File: config.mk
export PLATFORM = sky130hd
export DESIGN_NAME = pio_gpio_ctrl
export DESIGN_NICKNAME = d
export VERILOG_FILES = /design/src/rtl/pio_gpio_ctrl.sv
export SDC_FILE = /design/constraint.sdc
export NUM_CORES = 1
export LEC_CHECK = 0
export BUFFER_PORTS_ARGS = -buffer_cell sky130_fd_sc_hd__buf_2
export CAP_MARGIN = 20
export CORE_MARGIN = 3
export CORE_UTILIZATION = 55
export CTS_BUF_LIST = sky130_fd_sc_hd__clkbuf_8
export DETAILED_ROUTE_END_ITERATION = 10
export PLACE_DENSITY = 0.82
export SLEW_MARGIN = 20
export SYNTH_ARGS = -nofsm -noshare
export SYNTH_HDL_FRONTEND = slang
export SYNTH_SLANG_ARGS = --single-unit
File: constraint.sdc
create_clock -name clk -period 1.68 [get_ports clk]
set_input_delay 0.336 -clock clk [delete_from_list [all_inputs] [get_ports clk]]
set_output_delay 0.336 -clock clk [all_outputs]
set_load 0.05 [all_outputs]
File: src/rtl/pio_gpio_ctrl.sv
// Avalon-MM GPIO slave: per-bit direction, atomic set/clear, timed pulses,
// synchronised inputs with edge capture and a maskable level interrupt.
module pio_gpio_ctrl #(
  parameter int unsigned      WIDTH       = 8,
  parameter logic [WIDTH-1:0] RESET_VALUE = '0,
  parameter int unsigned      EDGE_TYPE   = 0,
  parameter int unsigned      PULSE_LEN   = 16
) (
  input  logic             clk,
  input  logic             reset_n,
  input  logic [2:0]       address,
  input  logic             chipselect,
  input  logic             write_n,
  input  logic             read_n,
  input  logic [31:0]      writedata,
  output logic [31:0]      readdata,
  input  logic [WIDTH-1:0] in_port,
  output logic [WIDTH-1:0] out_port,
  output logic [WIDTH-1:0] oe,
  output logic             irq
);

  localparam int unsigned    CW         = $clog2(PULSE_LEN + 1);
  localparam logic [CW-1:0]  PULSE_LOAD = CW'(PULSE_LEN);
  localparam logic [CW-1:0]  CNT_ONE    = CW'(1);

  localparam logic [2:0] ADDR_DATA    = 3'd0;
  localparam logic [2:0] ADDR_DIR     = 3'd1;
  localparam logic [2:0] ADDR_IRQMASK = 3'd2;
  localparam logic [2:0] ADDR_EDGECAP = 3'd3;
  localparam logic [2:0] ADDR_OUTSET  = 3'd4;
  localparam logic [2:0] ADDR_OUTCLR  = 3'd5;
  localparam logic [2:0] ADDR_PULSE   = 3'd6;

  logic             wr;
  logic             rd;
  logic [WIDTH-1:0] wd;
  logic             unused_writedata;

  logic [WIDTH-1:0] data_out;
  logic [WIDTH-1:0] dir;
  logic [WIDTH-1:0] irq_mask;
  logic [WIDTH-1:0] edge_cap;
  logic [WIDTH-1:0] pulse_bits;
  logic [CW-1:0]    pulse_cnt;
  logic [WIDTH-1:0] sync_meta;
  logic [WIDTH-1:0] sync_in;
  logic [WIDTH-1:0] prev_in;

  logic [WIDTH-1:0] detect;
  logic [WIDTH-1:0] data_nx;
  logic [WIDTH-1:0] dir_nx;
  logic [WIDTH-1:0] mask_nx;
  logic [WIDTH-1:0] cap_nx;
  logic [WIDTH-1:0] pulse_bits_nx;
  logic [CW-1:0]    pulse_cnt_nx;
  logic [WIDTH-1:0] w1c;
  logic [WIDTH-1:0] pulse_wd;
  logic [WIDTH-1:0] expire_clr;
  logic [31:0]      rdata_nx;

  assign wr               = chipselect & ~write_n;
  assign rd               = chipselect & ~read_n;
  assign wd               = writedata[WIDTH-1:0];
  assign unused_writedata = ^writedata;
  assign out_port         = data_out;
  assign oe               = dir;

  always_comb begin
    detect = '0;
    if (EDGE_TYPE == 0)      detect = sync_in & ~prev_in;
    else if (EDGE_TYPE == 1) detect = ~sync_in & prev_in;
    else                     detect = sync_in ^ prev_in;
  end

  // Bus write is applied first; pulse expiry then clears only bits still owned by the pulse.
  always_comb begin
    data_nx       = data_out;
    dir_nx        = dir;
    mask_nx       = irq_mask;
    pulse_bits_nx = pulse_bits;
    pulse_cnt_nx  = pulse_cnt;
    w1c           = '0;
    pulse_wd      = '0;
    expire_clr    = '0;
    if (pulse_cnt != '0) pulse_cnt_nx = pulse_cnt - CNT_ONE;
    if (wr) begin
      case (address)
        ADDR_DATA: begin
          data_nx       = wd;
          pulse_bits_nx = '0;
          pulse_cnt_nx  = '0;
        end
        ADDR_DIR:     dir_nx = wd;
        ADDR_IRQMASK: mask_nx = wd;
        ADDR_EDGECAP: w1c = wd;
        ADDR_OUTSET: begin
          data_nx       = data_out | wd;
          pulse_bits_nx = pulse_bits & ~wd;
        end
        ADDR_OUTCLR: begin
          data_nx       = data_out & ~wd;
          pulse_bits_nx = pulse_bits & ~wd;
        end
        ADDR_PULSE: begin
          data_nx       = data_out | wd;
          pulse_bits_nx = pulse_bits | wd;
          pulse_wd      = wd;
          pulse_cnt_nx  = PULSE_LOAD;
        end
        default: ;
      endcase
    end
    if (pulse_cnt == CNT_ONE) expire_clr = pulse_bits_nx & ~pulse_wd;
    data_nx       = data_nx & ~expire_clr;
    pulse_bits_nx = pulse_bits_nx & ~expire_clr;
    cap_nx        = (edge_cap & ~w1c) | detect;
  end

  always_comb begin
    rdata_nx = '0;
    if (rd) begin
      case (address)
        ADDR_DATA:    rdata_nx[WIDTH-1:0] = (dir & data_out) | (~dir & sync_in);
        ADDR_DIR:     rdata_nx[WIDTH-1:0] = dir;
        ADDR_IRQMASK: rdata_nx[WIDTH-1:0] = irq_mask;
        ADDR_EDGECAP: rdata_nx[WIDTH-1:0] = edge_cap;
        ADDR_PULSE:   rdata_nx[WIDTH-1:0] = pulse_bits;
        default:      rdata_nx = '0;
      endcase
    end
  end

  always_ff @(posedge clk or negedge reset_n) begin
    if (!reset_n) begin
      data_out   <= RESET_VALUE;
      dir        <= '0;
      irq_mask   <= '0;
      edge_cap   <= '0;
      pulse_bits <= '0;
      pulse_cnt  <= '0;
      sync_meta  <= '0;
      sync_in    <= '0;
      prev_in    <= '0;
      readdata   <= '0;
      irq        <= 1'b0;
    end else begin
      sync_meta  <= in_port;
      sync_in    <= sync_meta;
      prev_in    <= sync_in;
      data_out   <= data_nx;
      dir        <= dir_nx;
      irq_mask   <= mask_nx;
      edge_cap   <= cap_nx;
      pulse_bits <= pulse_bits_nx;
      pulse_cnt  <= pulse_cnt_nx;
      readdata   <= rdata_nx;
      irq        <= |(edge_cap & irq_mask);
    end
  end

endmodule

==> summary.md <==
| Metric | Value |
|---|---|
| Dpl hpwl | `approximately 6700 µm` |
| Syn avg cell area | `11.03 µm²` |
| TritonCTS clock tree | `done` |
| Pins over their slew limit | `0` |
| Post-synthesis cell count | `about 350` |
| Int Pwr | `around 3.5 mW` |
| Num ports | `97` |
| Post-synthesis cell type count | `50` |
| Area grow syn2layout | `20.00%` |
| CP Max Fanout | `7` |
| CP Depth | `6` |
| Fin Clk Skew | `about 8.2 ps` |
| RSZ-0062 raised after global routing | `true` |
| Final hold slack | `77.30 ps` |
| Worst Hold Class | `input port to flop` |
| Synth warn | `0` |
| Cts bufs inserted | `9` |
| Total track usage | `a little under a quarter` |
| Initial cell density of the core | `around 59%` |
| Clock sink count | `slightly below 80` |
| Mapped Area | `between 0.003 and 0.004 mm²` |
| Grt ovf | `0` |
| Tcrit/Tclk final | `between 90% and 100%` |
| Worst path most repeated cell | `a2111oi_2` |
| DR vias/cell | `5.680` |
| Critical Path Source Type | `input port` |
| Gp weighted congestion | `0.8480` |
| WL/cell | `17.72 µm` |
| Leading area contributor after synthesis | `dfrtp_1` |
| Layout cell share with drive strength beyond 1 | `38.13%` |
| FP Rows | `29` |
| Clock network power share | `between 20% and 30%` |
| Switching share of power | `37.10%` |
| Reg clk slew, reported paths | `~90 ps` |
| Crit-path max cell delay | `~560 ps` |
| Diode count | `0` |
| Power per cell area | `about 1200 mW/mm²` |
| Yosys reg bits | `a little under 80` |
| DRT Pass-1 Iters | `5` |
| Peak supply drop | `0.0007358 V` |
| Initial antenna violation count | `0` |
| Post-CTS Setup Bufs | `0` |
| Synth Flop Type | `dfrtp_1` |
| Psw | `about 2.1 mW` |
| Die H | `89.91 µm` |
| 1st-iter DRT viols | `between 200 and 250` |
| Share of the synthesized area in the top cell type | `50.40%` |
| DRC Markers | `0` |
| First-pass GRT wire length | `15380 µm` |
| Routed Antenna Nets | `0` |
| Final min period | `about 1600 ps` |
| Die Wd | `approximately 90 µm` |
| Final setup fails | `0` |
| Vias | `just over 3000` |
| Vias in the first global route | `slightly above 3000` |
| CP Class | `input port to flop` |
| Post-Route Setup TNS | `0 ps` |
| Die Area | `approximately 0.0081 mm²` |
| I/O Buffers | `between 40 and 50` |
| Top cells by area, synth | `dfrtp_1, buf_4, mux2_2` |
| Placed Area | `about 0.0044 mm²` |
| Post-route cell area | `0.004647 mm²` |
| Clock insertion delay at the later pin of the skew report | `between 300 and 400 ps` |
| Final non-filler cell total | `~530` |
| Setup Slack @ Placement | `-238.5 ps` |
| Register area share after synthesis | `between 50 and 60%` |
| Final Hold Viols | `0` |
| CP endpoint kind | `flop` |
| Top cells by count, synth | `dfrtp_1, buf_4, nand2_1` |
| Status | `complete, no violations` |
| CTS max path bufs | `2` |
| Number of synthesized flops with an enable pin | `0` |
| Largest net degree at the start of global routing | `30` |
| Crit path cell chain | `buf_2, or3b_1, buf_4, a21oi_2, a2111oi_2, a2111oi_2` |
| Reg2reg path depth | `5` |
| Hold path cells | `1` |
| Fmax | `approximately 630 MHz` |
| Max-Cap Viols | `0` |
| Most common cell in the netlist | `dfrtp_1` |
| Crit path DAT | `between 1500 and 2000 ps` |
| Family with the most delay on the worst path | `compound AO/OA/AOI/OAI gates` |
| Post-Place Cells | `514` |
| Layout Nets | `roughly 480` |
| Setup ws final | `approximately 80 ps` |
| Worst endpoint required time | `approximately 1900 ps` |
| Sequential share of power | `43.7%` |
| CORE AREA | `0.006568 mm²` |
| WP buf/inv | `2` |
| Leak pwr | `2.117 nW` |
| Async S/R FF share, synth | `100.0%` |
| Slowest CP cell | `or3b_1` |
| Final Core Density | `a little over two thirds` |
| Comb power frac | `about 30%` |
| Total routed wirelength | `9407 µm` |
| CTS root buf | `clkbuf_8` |
| CTS H-tree depth | `3` |
| Final Power | `5.639 mW` |
[flip-flops by register name (all words and copies together) (netlist names), 8 cells and up]
name and cells:
pulse_bits 8, oe 8, readdata 8, sync_in 8, irq_mask 8, out_port 8, prev_in 8, sync_meta 8
edge_cap 8
[final timing paths]
path                               from      endpoint  slack [ps]
min                          in_port[5]  sync_meta[5]          80
max reg2reg                pulse_cnt[1]   out_port[0]         100
max in group asynchronous       reset_n   readdata[6]         750
min reg2reg                sync_meta[0]    sync_in[0]         360
min in group asynchronous       reset_n         oe[2]         430
max                             write_n   out_port[3]          80
[cell families (layout without fill, tap and decap cells)]
kind of cell,after synthesis,after routing,synth area share [%]
compound gates,92,92,18.42
flops,78,78,50.40
simple gates,77,77,10.89
buf+inv,69,133,10.66
mux,28,28,7.884
fa+ha+maj,3,3,0.9694
xor+xnor,3,3,0.6786
other cells,1,24,0.09684
[placed cells by master, fill, tap and decap left out, types with 4 or more instances in the layout]
| cell | netlist | routed |
|---|---|---|
| a2111oi_2 | 8 | 16 |
| a21oi_1 | 24 | 24 |
| a21oi_2 | 6 | 6 |
| a22o_1 | 8 | 8 |
| a22oi_1 | 6 | 6 |
| buf_2 | 5 | 47 |
| buf_4 | 33 | 48 |
| clkbuf_8 | 0 | 9 |
| conb_1 | 1 | 24 |
| dfrtp_1 | 78 | 78 |
| inv_1 | 18 | 18 |
| inv_6 | 0 | 4 |
| mux2_2 | 20 | 20 |
| mux2i_1 | 8 | 8 |
| nand2_1 | 30 | 29 |
| nand3b_1 | 6 | 6 |
| nor2_1 | 11 | 11 |
| nor2b_1 | 5 | 5 |
| o21ai_0 | 9 | 9 |
| o31ai_1 | 8 | 8 |
| o32ai_1 | 8 | 8 |
| or3b_2 | 4 | 4 |
[layer usage]
metal	GRT usage, %	vias to the layer above	routed length (µm)
met5	0	-	0
met4	7.781	0	183
met3	5.676	16	648
met2	39.41	139	4608
met1	31.41	1490	3966
li1	-	1371	-
[layout make-up]
class	instances	area (µm²)
inverter	18	67.56
timing repair buffer	99	665.6
fill	468	1921
tap	93	116.4
sequential	78	1952
multi-input combinational	227	1644
clock inverter	7	77.57
clock buffer	9	123.9
[power groups by stage]
stage | Combinational (mW) | Clock (mW) | Sequential [mW]
after floorplan | 0.969 | 0 | 2.73
after global placement | 1.61 | 0 | 2.47
after detailed placement | 1.66 | 0 | 2.49
after CTS | 1.68 | 1.46 | 2.45
after global routing | 1.88 | 1.55 | 2.49
final | 1.74 | 1.44 | 2.46
[timing repair]
action	in CTS	in global routing
gates resized for setup	2	13
hold buffers	1	0
endpoints found under the hold margin	26	0
endpoints found under the setup margin	7	8
No activity file was read; power rests on OpenSTA's default activity.
